**src/rtl/dmem_arbiter.sv**
```systemverilog
// Data-memory arbiter between the CPU MEM stage and a DMA port, with 1-cycle read return.
// Optional anti-starvation guard for the DMA port is compiled in by DMEM_ARB_STARVE_GUARD_EN.
module dmem_arbiter #(
  parameter int width        = 32,
  parameter int STARVE_LIMIT = 3
) (
  input  logic             clk,
  input  logic             rst_n,
  input  logic             cpu_req,
  input  logic             cpu_we,
  input  logic [width-1:0] cpu_addr,
  input  logic [width-1:0] cpu_wdata,
  input  logic             dma_req,
  input  logic             dma_we,
  input  logic [width-1:0] dma_addr,
  input  logic [width-1:0] dma_wdata,
  output logic             cpu_gnt,
  output logic             dma_gnt,
  output logic             cpu_stall,
  output logic [width-1:0] cpu_rdata,
  output logic [width-1:0] dma_rdata,
  output logic             cpu_rvalid,
  output logic             dma_rvalid,
  output logic             dma_ack,
  output logic             mem_we,
  output logic [width-1:0] mem_addr,
  output logic [width-1:0] mem_wdata,
  input  logic [width-1:0] mem_rdata
);

  typedef enum logic [1:0] {S_IDLE, S_CPU, S_DMA} owner_e;

  owner_e             state_q, state_d;
  logic               rd_q, rd_d;
  logic [width-1:0]   cpu_rdata_q, cpu_rdata_d;
  logic [width-1:0]   dma_rdata_q, dma_rdata_d;
  logic               force_dma;

`ifdef DMEM_ARB_STARVE_GUARD_EN
  localparam logic [3:0] LIMIT = 4'(STARVE_LIMIT);

  logic [3:0] starve_q, starve_d;

  assign force_dma = cpu_req & dma_req & (starve_q == LIMIT);

  // Counts contended cycles the CPU has won in a row; any DMA grant or idle DMA clears it.
  always_comb begin
    starve_d = starve_q;
    if (!dma_req || dma_gnt)
      starve_d = '0;
    else if (cpu_gnt && (starve_q != LIMIT))
      starve_d = starve_q + 4'd1;
  end

  always_ff @(posedge clk) begin
    if (!rst_n) starve_q <= '0;
    else        starve_q <= starve_d;
  end
`else
  // Never true for a legal limit: the CPU keeps strict priority.
  assign force_dma = (STARVE_LIMIT < 1);
`endif

  assign cpu_gnt   = rst_n & cpu_req & ~force_dma;
  assign dma_gnt   = rst_n & dma_req & (~cpu_req | force_dma);
  assign cpu_stall = cpu_req & ~cpu_gnt;

  assign mem_addr  = dma_gnt ? dma_addr  : cpu_addr;
  assign mem_wdata = dma_gnt ? dma_wdata : cpu_wdata;
  assign mem_we    = (cpu_gnt & cpu_we) | (dma_gnt & dma_we);

  // NOTE: every signal gets a default before the branches, so no latch is inferred.
  always_comb begin
    state_d     = S_IDLE;
    rd_d        = 1'b0;
    cpu_rdata_d = cpu_rdata_q;
    dma_rdata_d = dma_rdata_q;
    if (cpu_gnt) begin
      state_d = S_CPU;
      rd_d    = ~cpu_we;
      if (!cpu_we) cpu_rdata_d = mem_rdata;
    end else if (dma_gnt) begin
      state_d = S_DMA;
      rd_d    = ~dma_we;
      if (!dma_we) dma_rdata_d = mem_rdata;
    end
  end

  // NOTE: state uses non-blocking assignments so every register samples pre-edge values.
  always_ff @(posedge clk) begin
    if (!rst_n) begin
      state_q     <= S_IDLE;
      rd_q        <= 1'b0;
      cpu_rdata_q <= '0;
      dma_rdata_q <= '0;
    end else begin
      state_q     <= state_d;
      rd_q        <= rd_d;
      cpu_rdata_q <= cpu_rdata_d;
      dma_rdata_q <= dma_rdata_d;
    end
  end

  // Return pulses decode from last cycle's owner and whether that access was a read.
  assign cpu_rvalid = (state_q == S_CPU) & rd_q;
  assign dma_rvalid = (state_q == S_DMA) & rd_q;
  assign dma_ack    = (state_q == S_DMA);
  assign cpu_rdata  = cpu_rdata_q;
  assign dma_rdata  = dma_rdata_q;

endmodule

```
**config.mk**
```make
export PLATFORM = sky130hd
export DESIGN_NAME = dmem_arbiter
export DESIGN_NICKNAME = d
export VERILOG_FILES = /design/src/rtl/dmem_arbiter.sv
export SDC_FILE = /design/constraint.sdc
export NUM_CORES = 1
export LEC_CHECK = 0
export CORE_MARGIN = 10
export CORE_UTILIZATION = 29
export DETAILED_ROUTE_END_ITERATION = 12
export HOLD_SLACK_MARGIN = 0.02
export PLACE_DENSITY = 0.76
export SKIP_LAST_GASP = 1
export SLEW_MARGIN = 20
export SYNTH_ARGS = -nofsm -noshare
export SYNTH_HDL_FRONTEND = slang
export SYNTH_SLANG_ARGS = --single-unit
```
**constraint.sdc**
```tcl
create_clock -name clk -period 1.5 [get_ports clk]
set_input_delay 0.375 -clock clk [delete_from_list [all_inputs] [get_ports clk]]
set_output_delay 0.375 -clock clk [all_outputs]
set_load 0.05 [all_outputs]
```
==> flow_metrics.tcl, run 1 <==
set metrics [dict create \
    gp_congestion 0.984 \
    synth_edf_count 0 \
    status "finished with violations" \
    cp_max_fo 7 \
    final.fill_count 917 \
    num_rows 40 \
    port_buffers 300 \
    syn_area_um2 3540 \
    p_per_area_nw_per_um2 834 \
    met3WireLength_um 1620 \
    critPathKind "input port to output port" \
    drive_above_1_share 0.408 \
    synth_cell_types 24 \
    drv_cap 0 \
    swShare 0.302 \
    wl_per_cell_um 21.9 \
    dpl_worst_slack_ns -0.793 \
    start_kind "input port" \
    hold_class "input port to flop" \
    grtUsageTotal 0.193 \
    worst_ep_required_time_ns 1.12 \
    power.internal_mw 4.73 \
    period_share 1.26 \
    ff2ff_setup_slack_ns 0.78 \
    yosysWarnings 0 \
    synth_area_leaders "dfxtp_1 38%, mux2_4 16%, nand2_1 10%, mux2_2 8.3%, a21boi_0 5.5%" \
    io_pins 301 \
    drtIter0Drc 206 \
    grt_pass1_vias 4064 \
    power_leakage_nw 3.49 \
    pwr-share-comb 0.354 \
    rsz0062_at_grt "yes" \
    setup_viol 67 \
    route.met2.wl_um 9610 \
    start_util 0.296 \
    async_flop_share 0 \
    stdcell_area_um2 8120 \
    setup_ws_ns -0.385 \
    die_y_um 130 \
    wl_met1_um 6590 \
    grt_antenna_before_repair 0 \
    area_growth_pct 130 \
    ir_drop_uv 606 \
    final_net_count 842 \
    synth_top_cell_by_area "dfxtp_1" \
    synth_top_area_share 0.379 \
    syn_inst 373 \
    dpl.hpwl_um 14600 \
    cp-end-kind "output port" \
    tightestPinTransition_ns 0.391 \
    hold_buffers 0 \
    via_per_inst 4.62 \
    synth_seq_cells 67 \
    insertion_delay_ns 0.32 \
    violations "negative setup slack" \
    synth_common_cells "98 x nand2_1, 67 x dfxtp_1, 38 x mux2_4, 32 x nand3_1" \
    grt_overflow 0 \
    final_antenna_net_count 0 \
    setup_tns_ns -22.78 \
    p_sw_mw 2.04 \
    routed_wl_um 18100 \
    cts_sinks 67 \
    synthFlopType "dfxtp_1" \
    die_w_um 130 \
    hold_viol 0 \
    dp.cells 803 \
    grt_max_degree 62 \
    slew_viol_final 0 \
    p_clk_frac 0.361 \
    first_pass_iters 4 \
    htree_levels 3 \
    synth.most_common_cell "nand2_1" \
    dieArea_um2 17000 \
    drc_errors 0 \
    synthesis.nets 539 \
    crit_arrival_ns 1.51 \
    clk_pin_slew_ns 0.05 \
    placed_cell_area_um2 7270 \
    num_vias 3826 \
    max_freq_ghz 0.531 \
    clock_path_buffers 2 \
    antenna_cells 0 \
    ys_seq_area_frac 0.379 \
    skew_ns 0 \
    cts_made_buffers 9 \
    period_needed_ns 1.88 \
    maxSlewHeadroom 0.739 \
    seq_power_share 0.285 \
    highest_layer "met4" \
    instances_no_fill 828 \
    grt_pass1_wl_um 25000 \
    fp.coreArea_um2 12000 \
    synth.avg_cell_area_um2 9.48 \
    cts_root_buf "clkbuf_16" \
    tritoncts "done" \
]
==> power by group through the flow <==
| stage | combinational, mW | sequential (mW) | clock [mW] |
|---|---|---|---|
| floorplan | 0.920 | 2.16 | 0 |
| global placement | 2.19 | 1.96 | 0 |
| detailed placement | 2.22 | 1.97 | 0 |
| CTS | 2.35 | 1.93 | 2.50 |
| global route | 2.49 | 1.94 | 2.59 |
| finish | 2.40 | 1.93 | 2.44 |
==> worst max-delay path: stages <==
cell and delay (ns):
buf_6 0.07, nor2b_4 0.17, nand2_4 0.11, buf_6 0.15, clkbuf_16 0.16, mux2_4 0.30, buf_6 0.16
==> cell type report <==
class / count / area [µm²] / area share
Clock buffer: 10 / 239 / 0.0294
Timing Repair Buffer: 325 / 4130 / 0.509
Clock inverter: 6 / 113 / 0.0139
Multi-Input combinational cell: 271 / 2080 / 0.257
Tap cell: 147 / 184 / 0.0227
Inverter: 2 / 20.0 / 0.00247
Sequential cell: 67 / 1340 / 0.165
==> metrics by stage <==
stage,hold slack [ns],utilization,total power [mW]
global placement,0.481,0.608,4.15
global route,0.446,0.678,7.01
finish,0.444,0.678,6.77
detailed placement,0.485,0.608,4.19
floorplan,0.502,-,3.08
CTS,0.429,0.666,6.78
==> cell families after synthesis <==
family | share of synthesized area
muxes | 0.244
and+or+nand+nor | 0.170
DFF | 0.379
buffers and inverters | 0.0644
AOI/OAI and AO/OA | 0.142
==> metal layers <==
| layer | track usage | up-vias |
|---|---|---|
| met5 | 0 | - |
| met4 | 0.0471 | 0 |
| met3 | 0.0629 | 17 |
| met2 | 0.350 | 168 |
| met1 | 0.214 | 1768 |
| li1 | - | 1873 |
==> worst paths after layout <==
kind / from / endpoint / depth (start not counted)
setup / recovery: dma_req / mem_wdata[15] / 7
hold / removal: cpu_req / state_q[0] / 3
setup reg to reg: cpu_rdata[10] / cpu_rdata[10] / 2
hold reg to reg: cpu_rdata[16] / cpu_rdata[16] / 2
==> state kept, by name (all words and copies together), names as in the netlist <==
register,cells
cpu_rdata,32
dma_rdata,32
state_q,2
rd_q,1
==> what timing repair did <==
item,in CTS,in global routing
endpoints found under the hold margin,0,0
buffers inserted,5,2
cloned,2,1
gates resized for setup,82,34
pin swaps,2,2
endpoints found under the setup margin,126,99
==> placed cells by master, fill, tap and decap left out, types with 2 or more instances in the layout <==
master and instances:
clkdlybuf4s50_1 161, nand2_1 97, buf_12 77, dfxtp_1 66
mux2_4 58, nand3_1 32, buf_6 32, buf_4 30
a21boi_0 26, o21ai_2 22, buf_8 20, clkbuf_16 10
o21ai_1 7, mux2_2 6, a21boi_1 6, nor2b_4 3
o21ai_0 3, bufinv_16 3, and2_4 2, nor2b_2 2
clkinv_4 2, buf_16 2
No activity file was read; power rests on OpenSTA's default activity.
==> run 2, diff against run 1 <==
--- a/config.mk
+++ b/config.mk
@@ -7,6 +7,7 @@
 export LEC_CHECK = 0
 export CORE_MARGIN = 10
 export CORE_UTILIZATION = 29
+export CTS_CLUSTER_SIZE = 16
 export DETAILED_ROUTE_END_ITERATION = 12
 export HOLD_SLACK_MARGIN = 0.02
 export PLACE_DENSITY = 0.76
==> results of run 2 <==
Same layout as run 1: the final DEF is identical, and so are final timing and power.
==> run 3, diff against run 2 <==
--- a/config.mk
+++ b/config.mk
@@ -5,6 +5,7 @@
 export SDC_FILE = /design/constraint.sdc
 export NUM_CORES = 1
 export LEC_CHECK = 0
+export CAP_MARGIN = 10
 export CORE_MARGIN = 10
 export CORE_UTILIZATION = 29
 export CTS_CLUSTER_SIZE = 16
==> results of run 3 <==
Same layout as run 1: the final DEF is identical, and so are final timing and power.
